[config.mk]
export PLATFORM = sky130hd
export DESIGN_NAME = mem_read_stream_master
export DESIGN_NICKNAME = d
export VERILOG_FILES = /design/src/rtl/mem_read_pkg.sv /design/src/rtl/mem_read_fifo.sv /design/src/rtl/mem_read_stream_master.sv
export SDC_FILE = /design/constraint.sdc
export NUM_CORES = 1
export LEC_CHECK = 0
export CAP_MARGIN = 25
export CORE_ASPECT_RATIO = 1.2
export CORE_UTILIZATION = 55
export DETAILED_ROUTE_END_ITERATION = 10
export PLACE_DENSITY = 0.71
export SYNTH_ARGS = -nofsm -noshare
export SYNTH_HDL_FRONTEND = slang
export SYNTH_SLANG_ARGS = --single-unit
[constraint.sdc]
create_clock -name clk -period 3.8 [get_ports clk]
set_input_delay 0.38 -clock clk [delete_from_list [all_inputs] [get_ports clk]]
set_output_delay 0.38 -clock clk [all_outputs]
set_load 0.1 [all_outputs]
[src/rtl/mem_read_pkg.sv]
// Shared types and defaults for the streaming Avalon-MM read master.
package mem_read_pkg;

    typedef enum logic [1:0] {
        IDLE  = 2'd0,
        ISSUE = 2'd1,
        DRAIN = 2'd2
    } state_t;

    localparam int DEF_DATAWIDTH      = 32;
    localparam int DEF_ADDRESSWIDTH   = 20;
    localparam int DEF_LENWIDTH       = 16;
    localparam int DEF_FIFODEPTH      = 32;
    localparam int DEF_FIFODEPTH_LOG2 = 5;

    // Bytes per word, which is also the byte-address stride between reads.
    function automatic int be_width(input int datawidth);
        return datawidth / 8;
    endfunction

endpackage

[src/rtl/mem_read_fifo.sv]
// Show-ahead FIFO: head word is on rdata whenever empty is low.
// A push becomes visible one cycle later; writes when full and reads when empty are dropped.
module mem_read_fifo #(
    parameter int DATAWIDTH      = 32,
    parameter int FIFODEPTH      = 32,
    parameter int FIFODEPTH_LOG2 = 5
) (
    input  logic                      clk,
    input  logic                      reset,
    input  logic                      push,
    input  logic [DATAWIDTH-1:0]      wdata,
    input  logic                      pop,
    output logic [DATAWIDTH-1:0]      rdata,
    output logic [FIFODEPTH_LOG2:0]   used,
    output logic                      empty,
    output logic                      full
);

    localparam int AW = FIFODEPTH_LOG2;
    localparam int CW = FIFODEPTH_LOG2 + 1;

    logic [DATAWIDTH-1:0] mem [FIFODEPTH];
    logic [AW-1:0]        wr_ptr;
    logic [AW-1:0]        rd_ptr;
    logic [CW-1:0]        count;
    logic                 do_push;
    logic                 do_pop;

    assign empty   = (count == '0);
    assign full    = (count == CW'(FIFODEPTH));
    assign used    = count;
    assign rdata   = mem[rd_ptr];
    assign do_push = push && !full;
    assign do_pop  = pop && !empty;

    always_ff @(posedge clk) begin
        if (do_push) begin
            mem[wr_ptr] <= wdata;
        end
    end

    always_ff @(posedge clk) begin
        if (!reset) begin
            wr_ptr <= '0;
            rd_ptr <= '0;
            count  <= '0;
        end else begin
            if (do_push) begin
                wr_ptr <= wr_ptr + AW'(1);
            end
            if (do_pop) begin
                rd_ptr <= rd_ptr + AW'(1);
            end
            case ({do_push, do_pop})
                2'b10:   count <= count + CW'(1);
                2'b01:   count <= count - CW'(1);
                default: count <= count;
            endcase
        end
    end

endmodule

[src/rtl/mem_read_stream_master.sv]
// Block read master: pipelined Avalon-MM reads of consecutive words, buffered onto a valid/ready stream.
// Latency is slave latency + 1 from accept to oValid; reads are throttled so FIFO space exists for every outstanding read.
module mem_read_stream_master
    import mem_read_pkg::*;
#(
    parameter int DATAWIDTH       = DEF_DATAWIDTH,
    parameter int BYTEENABLEWIDTH = be_width(DATAWIDTH),
    parameter int ADDRESSWIDTH    = DEF_ADDRESSWIDTH,
    parameter int LENWIDTH        = DEF_LENWIDTH,
    parameter int FIFODEPTH       = DEF_FIFODEPTH,
    parameter int FIFODEPTH_LOG2  = DEF_FIFODEPTH_LOG2
) (
    input  logic                       clk,
    input  logic                       reset,
    input  logic                       go,
    input  logic [ADDRESSWIDTH-1:0]    start_addr,
    input  logic [LENWIDTH-1:0]        length,
    output logic                       busy,
    output logic                       done,
    output logic [DATAWIDTH-1:0]       oData,
    output logic                       oValid,
    input  logic                       iReady,
    output logic [ADDRESSWIDTH-1:0]    master_address,
    output logic                       master_read,
    output logic [BYTEENABLEWIDTH-1:0] master_byteenable,
    input  logic [DATAWIDTH-1:0]       master_readdata,
    input  logic                       master_readdatavalid,
    input  logic                       master_waitrequest
);

    localparam int CW = FIFODEPTH_LOG2 + 1;

    state_t                  state;
    state_t                  state_next;
    logic [ADDRESSWIDTH-1:0] addr;
    logic [LENWIDTH-1:0]     remaining;
    logic [CW-1:0]           pending;
    logic [CW-1:0]           fifo_used;
    logic [CW-1:0]           credit_sum;
    logic                    fifo_empty;
    logic                    fifo_full;
    logic                    start;
    logic                    zero_go;
    logic                    accept;
    logic                    push;
    logic                    pop;
    logic                    finish;

    assign start      = (state == IDLE) && go && (length != '0);
    assign zero_go    = (state == IDLE) && go && (length == '0);
    assign accept     = master_read && !master_waitrequest;
    // Returns arriving in IDLE belong to an abandoned transfer and are dropped.
    assign push       = master_readdatavalid && (state != IDLE) && (pending != '0);
    assign pop        = oValid && iReady;
    assign credit_sum = fifo_used + pending;

    assign oValid            = !fifo_empty;
    assign busy              = (state != IDLE);
    assign master_address    = addr;
    assign master_byteenable = '1;

    always_comb begin
        state_next  = state;
        master_read = 1'b0;
        finish      = 1'b0;
        case (state)
            IDLE: begin
                if (start) begin
                    state_next = ISSUE;
                end
            end
            ISSUE: begin
                master_read = (remaining != '0) && (credit_sum < CW'(FIFODEPTH)) && !fifo_full;
                if (master_read && !master_waitrequest && remaining == LENWIDTH'(1)) begin
                    state_next = DRAIN;
                end
            end
            DRAIN: begin
                // Finish on the cycle the last word is popped, not one cycle after.
                if (pending == '0 && (fifo_empty || (fifo_used == CW'(1) && pop))) begin
                    state_next = IDLE;
                    finish     = 1'b1;
                end
            end
            default: state_next = IDLE;
        endcase
    end

    always_ff @(posedge clk) begin
        if (!reset) begin
            state     <= IDLE;
            addr      <= '0;
            remaining <= '0;
            pending   <= '0;
            done      <= 1'b0;
        end else begin
            state <= state_next;
            done  <= finish || zero_go;
            if (start) begin
                addr      <= start_addr;
                remaining <= length;
            end else if (accept) begin
                addr      <= addr + ADDRESSWIDTH'(BYTEENABLEWIDTH);
                remaining <= remaining - LENWIDTH'(1);
            end
            case ({accept, push})
                2'b10:   pending <= pending + CW'(1);
                2'b01:   pending <= pending - CW'(1);
                default: pending <= pending;
            endcase
        end
    end

    mem_read_fifo #(
        .DATAWIDTH      (DATAWIDTH),
        .FIFODEPTH      (FIFODEPTH),
        .FIFODEPTH_LOG2 (FIFODEPTH_LOG2)
    ) u_fifo (
        .clk   (clk),
        .reset (reset),
        .push  (push),
        .wdata (master_readdata),
        .pop   (pop),
        .rdata (oData),
        .used  (fifo_used),
        .empty (fifo_empty),
        .full  (fifo_full)
    );

endmodule

==> results.cfg <==
[floorplan]
dieHeight_microns = 307
start_util_pct = 55.7
num_io_pins = 134
die-area_sq_um = 78600
die-width_microns = 256
placementRows = 111
fp.coreArea_sq_um = 76500

[routing]
wl_microns = 97300
via_count = 20900
drtIter0Drc = 2072
drc = 0
routedWlPerCell_microns = 29.6
viasPerCell = 6.36
drt.antenna.violating_nets = 0
dr.pass1.iters = 5

[cts]
postCtsSetupBuffers = 4
h-tree-depth = 3
clock_path_buffers = 3
clk_latency_ns = 0.67
cts_hold_buffers = 0
clk_pin_slew_worst_paths_ns = 0.07
cts_tree = built
clockRootBuffer = clkbuf_16
cts_sinks = 1090
post_cts_resized = 0
cts_made_buffers = 99

[placed_design]
gp_congestion = 0.831
dp_hpwl_microns = 54700
io_buffers = 129

[yosys]
async_reset_ff_share_pct = 0
synth-edff-count = 1024
yosysSeqAreaShare_pct = 75.3
syn_area_sq_um = 42600
yosys_most_used_dff = edfxtp_1
synth_area_per_cell_sq_um = 21.8
yosysUniqueCellTypes = 61
ys_ff_latch = 1090
synth_warnings = 0
syn_inst = 1954

[hold_path]
min_path_type = in2reg
whs_path_depth = 3

[sta]
maxSlewHeadroom_pct = 25.3
skew_ns = 0.0238
tightest_slew_ns = 1.12
hold_violations = 0
max_freq_mhz = 276
slew_viol_final = 0
period_share_pct = 95.3
hold_ws_ns = 0.288
min_period_ns = 3.62
setup_tns_ns = 0
rsz0062_at_grt = no
setup_viol = 0

[setup_path]
crit_type = reg2out
cp.required_ns = 3.42
slowest_delay_ns = 0.55
worstPathMaxFanout = 17
rr_worst_depth = 12
end_kind = output pin
start_kind = flop
worstPathArrival_ns = 3.24
critical_path.cell_chain = buf_12 -> buf_4 -> mux4_2 -> mux4_2 -> mux2_2 -> buf_12
slowest_stage = mux4_2

[final_layout]
syn2layout_area_growth_pct = 16.7
nets = 2290
mostFrequentLayoutCells = edfxtp_1, mux4_2, clkbuf_16
final_common_cell = edfxtp_1
drive_gt1_share_pct = 30.7

[status]
status = complete, no violations

[grt]
antenna_found_initial = 2
grt_pass1_vias = 21600
grt_overflow = 0
grt_pass1_wl_microns = 143000
grt_usage_pct = 25.2
grt_max_degree = 48

[job]
max-cap-violations = 0

[power_and_ir_drop]
ir_drop_v = 0.000374
power_leakage_nw = 15.2
power.density_nw_per_um2 = 562
-- Yosys cell counts, types with 3 or more instances --
master,n,area share (%)
xor2_1,10,0.21
xnor2_1,12,0.25
buf_4,5,0.088
or2_2,5,0.073
dfxtp_1,66,3.1
o21ai_0,45,0.53
mux2_2,32,0.85
inv_1,12,0.11
nor3_1,13,0.15
mux2i_1,5,0.12
buf_1,13,0.11
and3_1,6,0.088
buf_6,4,0.11
nand4_1,10,0.15
nor4b_1,3,0.062
or3_1,14,0.21
mux4_2,320,17
nand2_1,34,0.30
nand3b_1,3,0.053
edfxtp_1,1024,72
nor2_1,75,0.66
buf_2,26,0.31
and2_1,4,0.059
o31ai_1,9,0.16
clkbuf_1,58,0.51
nand3_1,17,0.20
or4_1,9,0.16
nor4_1,9,0.13
a31oi_1,25,0.37
a211oi_1,9,0.16
or3b_2,3,0.062
a21oi_1,16,0.19
ha_1,22,0.65
nor3b_1,3,0.053
nand2b_1,3,0.044
-- per-layer routing --
metal  track usage [%]  wire, microns  vias up
met3              4.31           6750      169
li1                  -              -     8721
met2              43.3          50900      920
met4              7.85           2700        0
met5                 0              0        -
met1              33.1          36900    11100
-- path summary, 6_finish.rpt --
| path | start | end | slack (ns) |
|---|---|---|---|
| min | start_addr[0] | master_address[0] | 0.29 |
| max | flop | oData[24] | 0.18 |
| min reg2reg | master_address[0] | master_address[0] | 0.46 |
| max reg2reg | u_fifo.used[2] | pending[5] | 0.46 |
-- stage by stage --
stage	area (sq um)	cells	worst slack [ns]	power [mW]	utilization (%)
floorplan	42600	1957	0.115	16.9	-
CTS	49500	3277	0.128	28.2	64.7
finish	49700	3289	0.180	27.9	65.0
global route	49700	3289	0.0971	28.8	65.0
global placement	46200	3095	0.479	18.2	60.4
detailed placement	46200	3095	0.464	18.2	60.4
-- flip-flops by register name (all words and copies together) (netlist names), named ones only --
| signal | count |
|---|---|
| u_fifo.mem | 1024 |
| u_fifo.rd_ptr | 5 |
| remaining | 16 |
| master_address | 20 |
| done | 1 |
| pending | 6 |
| state | 2 |
| u_fifo.used | 6 |
| u_fifo.wr_ptr | 5 |
-- cell families (layout without fill, tap and decap cells) --
logic type | after synthesis | in the layout | share of synthesized area (%)
buffers and inverters | 120 | 433 | 1.25
DFF | 1090 | 1090 | 75.3
xor gates and xnor gates | 23 | 23 | 0.490
and+or+nand+nor | 221 | 221 | 2.69
AOI/OAI and AO/OA | 119 | 119 | 1.73
other | 1 | 6 | 0.00880
muxes | 357 | 357 | 17.9
adders and majority gates | 23 | 23 | 0.693
-- power by group --
group / internal, mW / leakage, nW / switching [mW] / total (mW)
registers: 13.2 / 9.74 / 0.108 / 13.3
logic: 2.21 / 3.86 / 2.48 / 4.70
clock network: 5.70 / 1.57 / 4.24 / 9.94
-- worst max-delay path: cells and delay by family (launching register included) --
kind	cells	cell delay (ns)
muxes	3	1.38
DFF	1	0.44
buffers and inverters	3	0.73
-- final cells by class --
type                       instances  area, sq um
antenna                            2         5.00
clock buffer                     123         2660
clock inverter                    55          557
fill                            4860        26800
inverter                          14         52.6
multi-input combinational        747        10300
sequential                      1090        32100
tap                             1017         1270
timing repair buffer             241         2830
Power figures use the tool's default switching activity.
==> edit, RTL diff (config.mk and constraints unchanged) <==
One comparison of `count` changes from == to >=.
--- a/src/rtl/mem_read_fifo.sv
+++ b/src/rtl/mem_read_fifo.sv
@@ -29,3 +29,3 @@
     assign empty   = (count == '0);
-    assign full    = (count == CW'(FIFODEPTH));
+    assign full    = (count >= CW'(FIFODEPTH));
     assign used    = count;
Behaviour: same outputs for any inputs over 4 cycles, from zero or initial values and one cycle with reset low; that may be too few to reach the edited logic, so the function may still have changed.
==> edit against the original RTL <==
Cell area down 0.20%. Setup slack worse by 0.085 ns. Wire length up 4.0%. Area after synthesis about the same. Power up 0.81%. Maximum frequency down 2.3%. Global-route usage up 0.99 points. Sequential cell count unchanged. Critical endpoint is now oData[8].
==> edit: results (changes against the original RTL) <==
- Cell types with the largest area share after synthesis: sky130_fd_sc_hd__edfxtp_1, sky130_fd_sc_hd__mux4_2, sky130_fd_sc_hd__dfxtp_1 (unchanged).
- The average cell area after synthesis is 21.8 µm² (about the same).
- The sum of routed wire segments on met1 is 37800 µm (was 36900 µm).
- The number of combinational gates with multiple inputs is 740 (was 747).
- The number of flip-flops and latches is 1090 (unchanged).
- The initial antenna violation count is 3 (was 2).
- The proportion of total power due to net switching is 25.1% (was 24.5%).
- The layout inverter count without the clock tree is 20 (was 14).
- The largest driver fanout on the critical path was 30 (was 17).
- The path depth of the worst reg2reg path was 14 (was 12).
- The share of the yosys chip area belonging to registers was 75.3% (about the same).
- The placed instance count was 3085 (was 3095).
- The worst-margin pin slew is 1.06 ns (was 1.12 ns).
- The count of cell types in the netlist came to 58 (was 61).
- The number of clock buffers in the layout is 124 (was 123).
- The via count of the first global-routing pass was 21.6k (about the same).
- The fraction of area in multi-input gates came to 20.6% (about the same).
- The fraction of layout cells with a size suffix above 1 is 30.0% (was 30.7%).
- The routed length on met2 is 52600 µm (was 50900 µm).
- The clock-cell share of area was 6.72% (was 6.47%).
- The detailed router's first-iteration violation count is 2212 (was 2072).
- The area of placed instances is 46100 µm² (was 46200 µm²).
- The routed via count is 21.1k (was 20.9k).
- Commonest cells post-synth: sky130_fd_sc_hd__edfxtp_1, sky130_fd_sc_hd__mux4_2, sky130_fd_sc_hd__nor2_1, sky130_fd_sc_hd__clkbuf_1, sky130_fd_sc_hd__dfxtp_1 (was sky130_fd_sc_hd__edfxtp_1, sky130_fd_sc_hd__mux4_2, sky130_fd_sc_hd__nor2_1, sky130_fd_sc_hd__dfxtp_1, sky130_fd_sc_hd__clkbuf_1).
- Result of the run: finished, final reports clean (unchanged).
- The pin count of the biggest net entering global routing is 92 (was 48).
- The data-path buffer share of cell area in the final layout is 5.27% (was 5.68%).
- The global placement routability congestion came to 0.810 (was 0.831).
- The met3 track demand over resource came to 4.46% (was 4.31%).
- The clock buffer count from CTS is 103 (was 99).
- The number of nets in the final layout is 2274 (was 2290).
- The static power due to leakage is 15.3 nW (was 15.2 nW).
- The power density of the placed cells is 567 nW/µm² (was 562 nW/µm²).
- The gate count of the mapped netlist is 1955 (was 1954).
- The final clock skew was 0.0255 ns (was 0.0238 ns).
## edit: cell families (layout without fill, tap and decap cells)
group | after synthesis | after routing | share of synthesized area, %
other cells | 1 | 6 | 0.00880
mux | 358 | 358 | 17.9
xor+xnor | 34 | 34 | 0.699
fa+ha+maj | 22 | 22 | 0.664
buf+inv | 128 | 437 | 1.30
flops | 1090 | 1090 | 75.3
compound gates | 104 | 104 | 1.45
simple gates | 218 | 218 | 2.70
## edit: final timing paths
check	startpoint	endpoint	slack, ns
setup / recovery	register	oData[8]	0.09
hold / removal	start_addr[1]	master_address[1]	0.27
setup reg to reg	u_fifo.used[3]	pending[5]	0.29
hold reg to reg	master_address[1]	master_address[1]	0.47
## edit: metrics by stage
step,util [%],hold WS [ns]
finish,64.9,0.265
floorplan,-,0.463
global route,64.9,0.258
global placement,60.3,0.446
CTS,64.7,0.227
detailed placement,60.3,0.458
## edit: repair_timing
action,4_1_cts,5_1_grt
endpoints found under the setup margin,0,4
setup buffers,0,0
gates resized for setup,0,4
